### src/rtl/boa_fence_pkg.sv
// ============================================================================
// Module  : boa_fence_pkg
// Brief   : Shared types and request decode for the fence controller.
// Rev     : 1.0
// ============================================================================
`default_nettype none

package boa_fence_pkg;

  localparam int unsigned TIMER_W = 8;

  typedef enum logic [2:0] {
    IDLE    = 3'd0,
    D_ISSUE = 3'd1,
    D_ACK   = 3'd2,
    D_WAIT  = 3'd3,
    I_ISSUE = 3'd4,
    I_ACK   = 3'd5,
    I_WAIT  = 3'd6,
    DONE    = 3'd7
  } fence_state_t;

  typedef struct packed {
    logic dr;
    logic dw;
    logic ir;
  } fence_need_t;

  // Every fence flavour needs dirty data written back first.
  function automatic fence_need_t fence_decode(input logic rl, input logic aq, input logic i);
    fence_need_t n;
    n.dr = aq;
    n.dw = rl | aq | i;
    n.ir = i;
    return n;
  endfunction

endpackage

`default_nettype wire

### src/rtl/boa_fence_phase.sv
// ============================================================================
// Module  : boa_fence_phase
// Brief   : Acknowledge/timeout/drain tracking for one cache flush handshake.
// Rev     : 1.0
// ============================================================================
`default_nettype none

module boa_fence_phase
  import boa_fence_pkg::*;
#(
  parameter int unsigned ACK_TIMEOUT = 4
) (
  input  logic clk,
  input  logic rst,
  input  logic issue_i,
  input  logic ack_i,
  input  logic flushing_i,
  output logic acked_o,
  output logic timeout_o,
  output logic quiet_o
);

  localparam logic [TIMER_W-1:0] c_limit = TIMER_W'(ACK_TIMEOUT - 1);

  logic [TIMER_W-1:0] timer_q, timer_d;

  always_comb begin
    timer_d = timer_q;
    if (issue_i) begin
      timer_d = '0;
    end else if (ack_i && (timer_q != '1)) begin
      timer_d = timer_q + 1'b1;
    end
  end

  always_ff @(posedge clk) begin
    if (rst) begin
      timer_q <= '0;
    end else begin
      timer_q <= timer_d;
    end
  end

  // A live flushing level wins over an expiring timer.
  assign acked_o   = ack_i & flushing_i;
  assign timeout_o = ack_i & ~flushing_i & (timer_q >= c_limit);
  assign quiet_o   = ~flushing_i;

endmodule

`default_nettype wire

### src/rtl/boa_fence_ctl.sv
// ============================================================================
// Module  : boa_fence_ctl
// Brief   : Sequences D$ writeback/invalidate then I$ invalidate for fences.
//           Optional statistics counters under BOA_FENCE_STATS_EN.
// Rev     : 1.0
// ============================================================================
`default_nettype none

module boa_fence_ctl
  import boa_fence_pkg::*;
#(
  parameter int unsigned ACK_TIMEOUT = 4
`ifdef BOA_FENCE_STATS_EN
  ,
  parameter int unsigned CNT_WIDTH = 32
`endif
) (
  input  logic clk,
  input  logic rst,
  input  logic fence_rl,
  input  logic fence_aq,
  input  logic fence_i,
  output logic dcache_flush_r,
  output logic dcache_flush_w,
  output logic icache_flush_r,
  input  logic dcache_flushing_r,
  input  logic dcache_flushing_w,
  input  logic icache_flushing_r,
  output logic icache_stall,
  output logic fence_busy,
  output logic fence_done
`ifdef BOA_FENCE_STATS_EN
  ,
  output logic [CNT_WIDTH-1:0] fence_count,
  output logic [CNT_WIDTH-1:0] fence_cycles
`endif
);

  fence_state_t state_q, state_d, w_after_d;
  fence_need_t  active_q, active_d, pending_q, pending_d, w_req, w_need;
  logic         w_d_acked, w_d_timeout, w_d_quiet;
  logic         w_i_acked, w_i_timeout, w_i_quiet;

  assign w_req     = fence_decode(fence_rl, fence_aq, fence_i);
  assign w_need    = fence_need_t'(pending_q | w_req);
  assign w_after_d = active_q.ir ? I_ISSUE : DONE;

  boa_fence_phase #(.ACK_TIMEOUT(ACK_TIMEOUT)) u_dphase (
    .clk        (clk),
    .rst        (rst),
    .issue_i    (state_q == D_ISSUE),
    .ack_i      (state_q == D_ACK),
    .flushing_i (dcache_flushing_r | dcache_flushing_w),
    .acked_o    (w_d_acked),
    .timeout_o  (w_d_timeout),
    .quiet_o    (w_d_quiet)
  );

  boa_fence_phase #(.ACK_TIMEOUT(ACK_TIMEOUT)) u_iphase (
    .clk        (clk),
    .rst        (rst),
    .issue_i    (state_q == I_ISSUE),
    .ack_i      (state_q == I_ACK),
    .flushing_i (icache_flushing_r),
    .acked_o    (w_i_acked),
    .timeout_o  (w_i_timeout),
    .quiet_o    (w_i_quiet)
  );

  always_ff @(posedge clk) begin
    if (rst) begin
      state_q   <= IDLE;
      active_q  <= '0;
      pending_q <= '0;
    end else begin
      state_q   <= state_d;
      active_q  <= active_d;
      pending_q <= pending_d;
    end
  end

  // Requests outside IDLE only accumulate; the active vector is frozen.
  always_comb begin
    state_d   = state_q;
    active_d  = active_q;
    pending_d = w_need;
    case (state_q)
      IDLE: begin
        if (w_need != '0) begin
          active_d  = w_need;
          pending_d = '0;
          state_d   = (w_need.dr | w_need.dw) ? D_ISSUE : I_ISSUE;
        end
      end
      D_ISSUE: state_d = D_ACK;
      D_ACK: begin
        if (w_d_acked)        state_d = D_WAIT;
        else if (w_d_timeout) state_d = w_after_d;
      end
      D_WAIT:  if (w_d_quiet) state_d = w_after_d;
      I_ISSUE: state_d = I_ACK;
      I_ACK: begin
        if (w_i_acked)        state_d = I_WAIT;
        else if (w_i_timeout) state_d = DONE;
      end
      I_WAIT:  if (w_i_quiet) state_d = DONE;
      DONE:    state_d = IDLE;
      default: state_d = IDLE;
    endcase
  end

  always_comb begin
    dcache_flush_r = 1'b0;
    dcache_flush_w = 1'b0;
    icache_flush_r = 1'b0;
    fence_done     = 1'b0;
    case (state_q)
      D_ISSUE: begin
        dcache_flush_r = active_q.dr;
        dcache_flush_w = active_q.dw;
      end
      I_ISSUE: icache_flush_r = 1'b1;
      DONE:    fence_done     = 1'b1;
      default: ;
    endcase
  end

  assign fence_busy   = (state_q != IDLE) || (pending_q != '0) || fence_rl || fence_aq || fence_i;
  assign icache_stall = dcache_flushing_w;

`ifdef BOA_FENCE_STATS_EN
  logic [CNT_WIDTH-1:0] count_q, count_d, cycles_q, cycles_d;

  always_comb begin
    count_d  = count_q;
    cycles_d = cycles_q;
    if (fence_done && (count_q != '1))  count_d  = count_q + 1'b1;
    if (fence_busy && (cycles_q != '1)) cycles_d = cycles_q + 1'b1;
  end

  always_ff @(posedge clk) begin
    if (rst) begin
      count_q  <= '0;
      cycles_q <= '0;
    end else begin
      count_q  <= count_d;
      cycles_q <= cycles_d;
    end
  end

  assign fence_count  = count_q;
  assign fence_cycles = cycles_q;
`endif

endmodule

`default_nettype wire

### config.mk
export PLATFORM = sky130hd
export DESIGN_NAME = boa_fence_ctl
export DESIGN_NICKNAME = d
export VERILOG_FILES = /design/src/rtl/boa_fence_pkg.sv /design/src/rtl/boa_fence_phase.sv /design/src/rtl/boa_fence_ctl.sv
export SDC_FILE = /design/constraint.sdc
export NUM_CORES = 1
export LEC_CHECK = 0
export ABC_AREA = 1
export CAP_MARGIN = 5
export CORE_ASPECT_RATIO = 0.8
export CORE_MARGIN = 5
export CORE_UTILIZATION = 45
export DETAILED_ROUTE_END_ITERATION = 8
export GPL_TIMING_DRIVEN = 0
export PLACE_DENSITY = 0.65
export SLEW_MARGIN = 20
export SYNTH_ARGS = -nofsm -noshare
export SYNTH_HDL_FRONTEND = slang
export SYNTH_SLANG_ARGS = --single-unit
### constraint.sdc
create_clock -name clk -period 1.5 [get_ports clk]
set_input_delay 0.225 -clock clk [delete_from_list [all_inputs] [get_ports clk]]
set_output_delay 0.225 -clock clk [all_outputs]
set_load 0.05 [all_outputs]
* Word level (Yosys, flattened, before mapping)
Index checks and enable logic that the tools add are counted.
** Cells by class
- Reductions and logical operators :: 14
- Bitwise gates (word level) :: 13
- Magnitude comparators :: 2
- Add/sub/neg operators :: 2
- Mux-type cells :: 16
- Eq/ne operators :: 14
** Operators by type and width (count)
- $mux 3 :: 10
- $pmux 3 s8 :: 1
- $add 8x1->8 const B :: 2
- $ge 8x2->1 const B :: 2
- $ne 8x8->1 const B :: 2
- $eq 3x3->1 const B :: 4
- $reduce_bool 3->1 :: 3
- $and 1x1->1 :: 6
- $eq 3x2->1 const B :: 2
- $ne 2x2->1 const B :: 3
- $ne 3x3->1 const B :: 2
- $reduce_and 5->1 :: 1
- $logic_or 1x1->1 :: 4
- $mux 1 :: 4
- $or 1x1->1 :: 4
- $reduce_or 2->1 :: 2
- $eq 3x1->1 const B :: 1
- $logic_not 3->1 :: 1
- $or 3x3->3 :: 1
- $logic_and 1x1->1 :: 2
- $mux 2 :: 1
- $not 1->1 :: 2
- $reduce_and 2->1 :: 1
** Word-level totals
- Word-level logic and storage cells :: 70
- Input port bits :: 8
- Register bits :: 25

* Longest topological paths before layout
Gate-level depths: netlist of run 1.
- Depth in word-level cells :: 7
- Depth in mapped cells :: 11
- Mapped depth without buffers :: 10

* Modules after synthesis
From an unflattened synthesis of run 1, not the netlist that was laid out.
** Unflattened totals
- Cells, all modules :: 252
- Area total of the unflattened synthesis :: 1565.3 sq um
** By module, submodules not included
- boa_fence_phase :: instances 2, seq. area each 160.2 sq um, area an instance 480.5 sq um, cells an instance 75
- boa_fence_ctl :: instances 1, seq. area each 180.2 sq um, area an instance 604.3 sq um, cells an instance 102

* Least setup slack after synthesis of run 1
OpenSTA, ideal clock, no wires.
- Path type :: reg-to-reg
- Start :: register state_q[0]
- End :: register u_iphase.timer_q[0]
- Path buffers :: 1
- Stages on the path, launching flop included :: 8
- Library setup time :: 0.120 ns
- Arrival time :: 1.615 ns
- Setup slack :: -0.235 ns
- Path through :: dfxtp_1 -> buf_2 -> nor2_1 -> inv_1 -> nor2_1 -> nor2_1 -> inv_1 -> a21oi_1
** Between the ends
- Longest elaborated chain between the ends :: 2
- Elaborated cells on any way between the ends :: 4
- Those cells by class :: eq/ne (2); reduce/logical (2)
** Ends and longest elaborated chain
- start, declared :: RTL line boa_fence_ctl.sv:39 : fence_state_t state_q, state_d, w_after_d;
- start signal, assigned :: RTL line boa_fence_ctl.sv:76 : state_q <= state_d;
- $eq 3x3->1 (on tied branches) :: RTL line boa_fence_ctl.sv:62, boa_fence_ctl.sv:63
- $reduce_or 2->1 (no source line) / $logic_and 1x1->1 (equally long branches)
- end signal, assigned :: RTL line boa_fence_phase.sv:40 : timer_q <= timer_d;
- end, declared :: RTL line boa_fence_phase.sv:25 : logic [TIMER_W-1:0] timer_q, timer_d;
Parallel ways exist; a longest one is shown, timed or not.
A chain may end at the register's enable or synchronous reset.

* Final worst setup path of run 1
- Start :: register pending_q[0] (netlist name)
- End :: output port fence_busy
** Between the ends
- Longest elaborated chain between the ends :: 5
** Ends and longest elaborated chain
- start, declared :: RTL line boa_fence_ctl.sv:40 : fence_need_t active_q, active_d, pending_q, pending_d, w_req, w_need;
- start signal, assigned :: RTL line boa_fence_ctl.sv:78 : pending_q <= pending_d;
- $reduce_bool 3->1 :: RTL line boa_fence_ctl.sv:128 : assign fence_busy = (state_q != IDLE) || (pending_q != '0) || fence_rl || fence_aq || fence_i;
- $logic_or 1x1->1 (4 in a row) :: RTL line boa_fence_ctl.sv:128
- end, declared :: RTL line boa_fence_ctl.sv:30 : output logic fence_busy,
No other way between the ends.

==> out/metrics.json, run 1 <==
{
  "max-slew-margin-rel": {"value": 78.0, "unit": "%"},
  "clock_latency": {"value": 270, "unit": "ps"},
  "layout-area-overhead-vs-synth": {"value": 17.2, "unit": "%"},
  "cell_taking_the_most_area_after_synthesis": {"value": "sky130_fd_sc_hd__dfxtp_1"},
  "route.vias.total": {"value": 1336},
  "drt_drc_violations_left": {"value": 0},
  "std_cell_rows": {"value": 18},
  "max-vdd-ir-drop": {"value": 0.802, "unit": "mV"},
  "clock_sink_count": {"value": 25},
  "netlist_top_cells_area": {"value": "sky130_fd_sc_hd__dfxtp_1 (35%), sky130_fd_sc_hd__nand2_1 (17%), sky130_fd_sc_hd__nor2_1 (12%)"},
  "syn_nets": {"value": 238},
  "cts-root-to-sink-buffers": {"value": 2},
  "grt_antenna_before_repair": {"value": 0},
  "cell_count_after_synthesis": {"value": 228},
  "timing.critical_path.arrival": {"value": 1250, "unit": "ps"},
  "seq_power_share": {"value": 38.5, "unit": "%"},
  "finalWirelength": {"value": 2.87, "unit": "mm"},
  "largest_driver_fanout_on_the_critical_path": {"value": 3},
  "worst_slew_pin_slew": {"value": 328, "unit": "ps"},
  "port_buffers": {"value": 13},
  "synth_sequential_area_ratio": {"value": 34.5, "unit": "%"},
  "final.hold.worst_slack": {"value": 467, "unit": "ps"},
  "power_leakage": {"value": 0.000753, "unit": "µW"},
  "placement.cell_area": {"value": 1640, "unit": "µm²"},
  "number_of_post_cts_setup_repair_buffers": {"value": 0},
  "antenna_cells_inserted": {"value": 0},
  "post_synth.cell_area_avg": {"value": 6.36, "unit": "µm²"},
  "clock-skew-final": {"value": 6.10, "unit": "ps"},
  "grt_first_pass_wirelength": {"value": 5.02, "unit": "mm"},
  "overall_die_width": {"value": 73.5, "unit": "µm"},
  "timing.final.hold_violations": {"value": 0},
  "cts.reportedPaths.clkPinSlew": {"value": 80, "unit": "ps"},
  "io_pins": {"value": 14},
  "yosysTopAreaCellShare": {"value": 34.5, "unit": "%"},
  "drv_cap": {"value": 0},
  "required": {"value": 1270, "unit": "ps"},
  "postSynth.topFlopCell": {"value": "sky130_fd_sc_hd__dfxtp_1"},
  "route.detailed.vias_per_inst": {"value": 4.70},
  "drv_slew": {"value": 0},
  "synth-edff-count": {"value": 0},
  "timing.critical_path.to_type": {"value": "output port"},
  "run_status": {"value": "finished clean"},
  "pwr-share-clk": {"value": 16.6, "unit": "%"},
  "share_of_async_settable_or_async_resettable_flops_after_synthesis": {"value": 0, "unit": "%"},
  "vert_die_dim": {"value": 60.8, "unit": "µm"},
  "finalCritPeriodShare": {"value": 98.1, "unit": "%"},
  "nNetsFinal": {"value": 255},
  "syn_warnings": {"value": 0},
  "tritoncts": {"value": "yes"},
  "place_congestion": {"value": 0.834},
  "grtUsageTotal": {"value": 14.5, "unit": "%"},
  "post_synth_instance_area": {"value": 1450, "unit": "µm²"},
  "dr_pass1_iterations": {"value": 4},
  "tns": {"value": 0, "unit": "ps"},
  "clockRootBuffer": {"value": "sky130_fd_sc_hd__clkbuf_8"},
  "pin_count_of_the_biggest_net_entering_global_routing": {"value": 14},
  "numCtsBuffers": {"value": 3},
  "grt_setup_unrepaired": {"value": "true"},
  "synthDistinctLibCells": {"value": 27},
  "layout_min_cycle_time": {"value": 1470, "unit": "ps"},
  "design.die.area": {"value": 4460, "unit": "µm²"},
  "power.share.combinational": {"value": 44.9, "unit": "%"},
  "final_cell_area": {"value": 1700, "unit": "µm²"},
  "powerDensity": {"value": 1400, "unit": "nW/µm²"},
  "intPower": {"value": 1370, "unit": "µW"},
  "final_layout_size_suffix_gt1_share": {"value": 15.6, "unit": "%"},
  "yosys_register_bits": {"value": 25},
  "cts.htree.levels": {"value": 1},
  "route.antenna.remaining_nets": {"value": 0},
  "first_global_vias": {"value": 1143},
  "critical_path.startpoint_type": {"value": "flip-flop"},
  "grt_remaining_overflow": {"value": 0},
  "timing.fmax": {"value": 679, "unit": "MHz"},
  "fp.coreArea": {"value": 3090, "unit": "µm²"},
  "net_switching_fraction_of_the_power": {"value": 42.3, "unit": "%"},
  "setup_viol_count_final": {"value": 0},
  "hold_class": {"value": "reg -> reg"},
  "hpwlAfterDp": {"value": 2.18, "unit": "mm"},
  "post_cts_hold_buffer_count": {"value": 0},
  "timing.setup.critical_path_class": {"value": "reg -> out"},
  "total_switching_power": {"value": 1010, "unit": "µW"},
  "avgRoutedWirePerCell": {"value": 10.1, "unit": "µm"},
  "initial_utilization": {"value": 47.0, "unit": "%"},
  "drt_first_iter_violations": {"value": 76}
}
==> through the flow <==
step           cells  worst slack (ps)  utilization (%)  power [µW]
2_1_floorplan    228             -10.8                -        1720
3_3_place_gp     281              -571             53.0        1970
3_5_place_dp     281              -556             53.0        1960
4_1_cts          284              7.24             54.3        2370
5_1_grt          284             -55.2             55.1        2590
6_report         284              27.9             55.1        2380
==> cell usage in the layout, fill, tap and decap left out, types with 2 or more instances in the layout <==
master                             n
sky130_fd_sc_hd__dfxtp_2           7
sky130_fd_sc_hd__nor2_2            5
sky130_fd_sc_hd__inv_1            28
sky130_fd_sc_hd__nand3_1          11
sky130_fd_sc_hd__nand4_1           2
sky130_fd_sc_hd__buf_6             5
sky130_fd_sc_hd__ha_2              2
sky130_fd_sc_hd__o21ai_0           5
sky130_fd_sc_hd__dfxtp_1          18
sky130_fd_sc_hd__clkbuf_8          3
sky130_fd_sc_hd__nand3_2           2
sky130_fd_sc_hd__xor2_1            6
sky130_fd_sc_hd__clkbuf_4          2
sky130_fd_sc_hd__clkdlybuf4s50_1   7
sky130_fd_sc_hd__inv_2             2
sky130_fd_sc_hd__nor2_1           43
sky130_fd_sc_hd__a21oi_1          17
sky130_fd_sc_hd__nand2_1          63
==> cells in the mapped netlist, types with 2 or more instances <==
master	instances
sky130_fd_sc_hd__buf_6	2
sky130_fd_sc_hd__nand4_1	2
sky130_fd_sc_hd__nand2_1	64
sky130_fd_sc_hd__ha_1	2
sky130_fd_sc_hd__o21ai_0	5
sky130_fd_sc_hd__nand3_1	11
sky130_fd_sc_hd__xor2_1	6
sky130_fd_sc_hd__nand3_2	2
sky130_fd_sc_hd__inv_1	29
sky130_fd_sc_hd__nor2_1	48
sky130_fd_sc_hd__a21oi_1	17
sky130_fd_sc_hd__dfxtp_1	25
==> layer usage <==
layer / GRT usage (%) / share of wire (%) / vias up
met4: 6.20 / 1.8 / 0
met2: 20.3 / 40 / 27
met3: 3.81 / 5.3 / 4
li1: - / - / 739
met1: 21.0 / 53 / 566
met5: 0 / 0 / -
==> power groups by stage <==
stage | logic [µW] | registers (µW) | clock network [µW]
CTS | 1040 | 909 | 421
finish | 1070 | 915 | 395
floorplan | 864 | 860 | 0
global placement | 1090 | 879 | 0
detailed placement | 1080 | 877 | 0
global route | 1210 | 938 | 442
==> worst paths after layout <==
check | start | to | slack [ps] | depth (start not counted)
max | pending_q[0]$_SDFF_PP0_ | fence_busy | 30 | 4
min | active_q[1]$_SDFFE_PP0P_ | active_q[1]$_SDFFE_PP0P_ | 470 | 2
max reg2reg | u_iphase.timer_q[0]$_SDFFE_PP0P_ | u_iphase.timer_q[2]$_SDFFE_PP0P_ | 120 | 8
min reg2reg | active_q[1]$_SDFFE_PP0P_ | active_q[1]$_SDFFE_PP0P_ | 470 | 2
==> final cells by class <==
class,instances,area [µm²]
fillers,309,1390
multi-input cells,168,816
flip-flops and latches,25,509
repair buffers,13,130
inverters,31,119
well taps,40,50.0
clock buffers,4,45.0
plain buffers,3,30.0
==> sequential cells by signal (all words and copies together), names as in the netlist <==
register and cells:
u_iphase.timer_q 8, pending_q 3, u_dphase.timer_q 8, state_q 3, active_q 3
==> critical path: stages (launching register included) <==
cell and delay [ps]:
sky130_fd_sc_hd__dfxtp_2 330, sky130_fd_sc_hd__or2_2 300, sky130_fd_sc_hd__nor2_2 120, sky130_fd_sc_hd__nand2_2 80, sky130_fd_sc_hd__buf_6 160
==> repair_timing <==
item | in CTS | in global routing
resized for setup | 38 | 12
pin swaps | 2 | 4
endpoints found under the setup margin | 7 | 20
==> cells by family (layout without fill, tap and decap cells) <==
| family | Yosys count | in the layout | share of synthesized area (%) |
|---|---|---|---|
| and+or+nand+nor | 133 | 133 | 39.0 |
| DFF | 25 | 25 | 34.5 |
| xor gates and xnor gates | 6 | 6 | 3.62 |
| adders and majority gates | 2 | 2 | 1.73 |
| buffers and inverters | 35 | 51 | 10.6 |
| AOI/OAI and AO/OA | 27 | 27 | 10.5 |
(Power assumes the default switching activity.)
==> run 2: changes to the inputs <==
Settings changed: CTS_CLUSTER_SIZE from default to 30.
Clock period 1.5 ns to 1.8 ns, I/O delays scaled along.
==> run 2 against run 1 <==
  * Global-route usage is 0.26 points lower
  * Register-to-register slack improved by 200 ps
  * First-iteration DRC count fell by 28%
  * Highest routed layer unchanged
  * Cell count up 0.35%
  * Combinational power shrank 18%
==> out/metrics.json, run 2 (synthesized netlist as in run 1, its figures left out) <==
{
  "largest_driver_fanout_on_the_critical_path": {"value": 8},
  "place_congestion": {"value": 0.857},
  "clockRootBuffer": {"value": "sky130_fd_sc_hd__clkbuf_8"},
  "numCtsBuffers": {"value": 3},
  "timing.critical_path.to_type": {"value": "output port"},
  "post_cts_resize_count": {"value": 15},
  "setup_viol_count_final": {"value": 0},
  "cts-root-to-sink-buffers": {"value": 2},
  "layout_top_registers": {"value": "u_dphase.timer_q x8, u_iphase.timer_q x8"},
  "port_buffers": {"value": 13},
  "clock_latency": {"value": 270, "unit": "ps"},
  "critical_path.startpoint_type": {"value": "flip-flop"},
  "finalCritPeriodShare": {"value": 91.4, "unit": "%"},
  "design.die.area": {"value": 4460, "unit": "µm²"},
  "worst_slew_pin_slew": {"value": 500, "unit": "ps"},
  "max-slew-margin-rel": {"value": 66.8, "unit": "%"},
  "rr_worst_depth": {"value": 8},
  "fp.coreArea": {"value": 3090, "unit": "µm²"},
  "initial_utilization": {"value": 47.0, "unit": "%"},
  "drv_cap": {"value": 0},
  "worst_hold_path.endpoint": {"value": "active_q[1]$_SDFFE_PP0P_"},
  "std_cell_rows": {"value": 18},
  "hold_class": {"value": "reg -> reg"},
  "power_leakage": {"value": 0.000759, "unit": "µW"},
  "vert_die_dim": {"value": 60.8, "unit": "µm"},
  "seq_area": {"value": 500, "unit": "µm²"},
  "pin_count_of_the_biggest_net_entering_global_routing": {"value": 15},
  "overall_die_width": {"value": 73.5, "unit": "µm"},
  "tritoncts": {"value": "yes"},
  "route.antenna.remaining_nets": {"value": 0},
  "drt_drc_violations_left": {"value": 0},
  "final_cell_mix": {"value": "sky130_fd_sc_hd__nand2_1 (64), sky130_fd_sc_hd__nor2_1 (48), sky130_fd_sc_hd__inv_1 (29), sky130_fd_sc_hd__dfxtp_1 (25), sky130_fd_sc_hd__a21oi_1 (17)"},
  "grt_setup_unrepaired": {"value": "false"},
  "clock-skew-final": {"value": 6.45, "unit": "ps"},
  "route.detailed.vias_per_inst": {"value": 4.62},
  "worst_r2r_startpoint": {"value": "u_iphase.timer_q[0]$_SDFFE_PP0P_"},
  "run_status": {"value": "finished clean"},
  "placement.cell_area": {"value": 1630, "unit": "µm²"},
  "timing.final.hold_violations": {"value": 0},
  "setup.reg_to_reg.worst_slack": {"value": 320, "unit": "ps"},
  "timing.setup.critical_path_class": {"value": "reg -> out"},
  "avgRoutedWirePerCell": {"value": 9.88, "unit": "µm"},
  "route.vias.total": {"value": 1316},
  "number_of_post_cts_setup_repair_buffers": {"value": 0},
  "required": {"value": 1530, "unit": "ps"},
  "nNetsFinal": {"value": 256},
  "max-vdd-ir-drop": {"value": 0.667, "unit": "mV"},
  "tns": {"value": 0, "unit": "ps"},
  "hpwlAfterDp": {"value": 2.18, "unit": "mm"},
  "final.hold.worst_slack": {"value": 470, "unit": "ps"},
  "timing.critical_path.arrival": {"value": 1380, "unit": "ps"},
  "powerDensity": {"value": 1170, "unit": "nW/µm²"},
  "dr_pass1_iterations": {"value": 5},
  "drv_slew": {"value": 0},
  "r2r_end": {"value": "u_iphase.timer_q[2]$_SDFFE_PP0P_"},
  "final_core_utilization": {"value": 53.5, "unit": "%"},
  "multi_input_gate_area": {"value": 796, "unit": "µm²"},
  "drt_first_iter_violations": {"value": 55},
  "timing.fmax": {"value": 608, "unit": "MHz"},
  "min_path_cells": {"value": 2},
  "io_pins": {"value": 14},
  "first_global_vias": {"value": 1148},
  "layout_min_cycle_time": {"value": 1650, "unit": "ps"},
  "timing.hold.worst.start": {"value": "active_q[1]$_SDFFE_PP0P_"},
  "grtUsageTotal": {"value": 14.3, "unit": "%"},
  "cts.htree.levels": {"value": 1},
  "post_cts_hold_buffer_count": {"value": 0},
  "cts.reportedPaths.clkPinSlew": {"value": 90, "unit": "ps"},
  "clock_sink_count": {"value": 25},
  "final_cell_area": {"value": 1650, "unit": "µm²"},
  "number_of_fill_cells": {"value": 321},
  "layout-area-overhead-vs-synth": {"value": 13.8, "unit": "%"},
  "layout_commonest_cell": {"value": "sky130_fd_sc_hd__nand2_1"},
  "antenna_cells_inserted": {"value": 0},
  "final_layout_size_suffix_gt1_share": {"value": 9.39, "unit": "%"},
  "grt_antenna_before_repair": {"value": 0},
  "grt_remaining_overflow": {"value": 0},
  "finalWirelength": {"value": 2.82, "unit": "mm"},
  "grt_first_pass_wirelength": {"value": 4.95, "unit": "mm"}
}
-- run 2: cell types whose count changed in the layout (fill, tap and decap cells not counted), sizes merged --
cell / previous run / this run
buf: 6 / 8
clkbuf: 6 / 4
clkdlybuf4s15: 1 / 0
clkinv: 0 / 1
dlygate4sd2: 0 / 1
-- run 2: routing by layer --
metal,track usage (%),up-vias,share of wire [%]
met5,0,-,0
met4,3.88,0,0.96
li1,-,740,-
met2,21.7,16,43
met3,3.97,5,3.5
met1,19.9,555,52
-- run 2: worst max path at each step --
stage / from / endpoint / slack, ps / depth (start not counted)
2_1_floorplan: state_q[0]$_SDFFE_PP0P_ / u_iphase.timer_q[0]$_SDFFE_PP0P_ / 60 / 7
3_3_place_gp: fence_i / fence_busy / -370 / 6
3_5_place_dp: fence_i / fence_busy / -380 / 6
4_1_cts: state_q[0]$_SDFFE_PP0P_ / fence_busy / 10 / 6
5_1_grt: state_q[0]$_SDFFE_PP0P_ / fence_busy / 8 / 6
6_report: state_q[0]$_SDFFE_PP0P_ / fence_busy / 150 / 6
-- run 2: worst max-delay path, stage by stage, from the launching register on --
cell                      delay, ps
sky130_fd_sc_hd__dfxtp_1        300
sky130_fd_sc_hd__buf_2          170
sky130_fd_sc_hd__nor2_1         130
sky130_fd_sc_hd__nand2_1        100
sky130_fd_sc_hd__nor2_1         100
sky130_fd_sc_hd__nand2_1         90
sky130_fd_sc_hd__buf_2          220
-- run 2: cell type report --
cell class / instances / area share (%)
well taps: 40 / 3.03
repair buffers: 13 / 6.29
plain buffers: 4 / 2.12
clock inverters: 1 / 0.303
inverters: 31 / 7.20
clock buffers: 3 / 2.50
flip-flops and latches: 25 / 30.3
multi-input cells: 168 / 48.2
-- run 2: where the power goes --
group | switching [µW] | internal (µW)
Combinational | 576 | 299
Sequential | 65.4 | 654
Clock | 176 | 155
-- run 2: per-stage QoR --
| stage | setup WS (ps) | std cells | power, µW |
|---|---|---|---|
| global placement | -374 | 281 | 1630 |
| detailed placement | -379 | 281 | 1630 |
| global route | 7.54 | 285 | 2120 |
| CTS | 12.1 | 285 | 1970 |
| floorplan | 64.9 | 228 | 1430 |
| finish | 155 | 285 | 1930 |
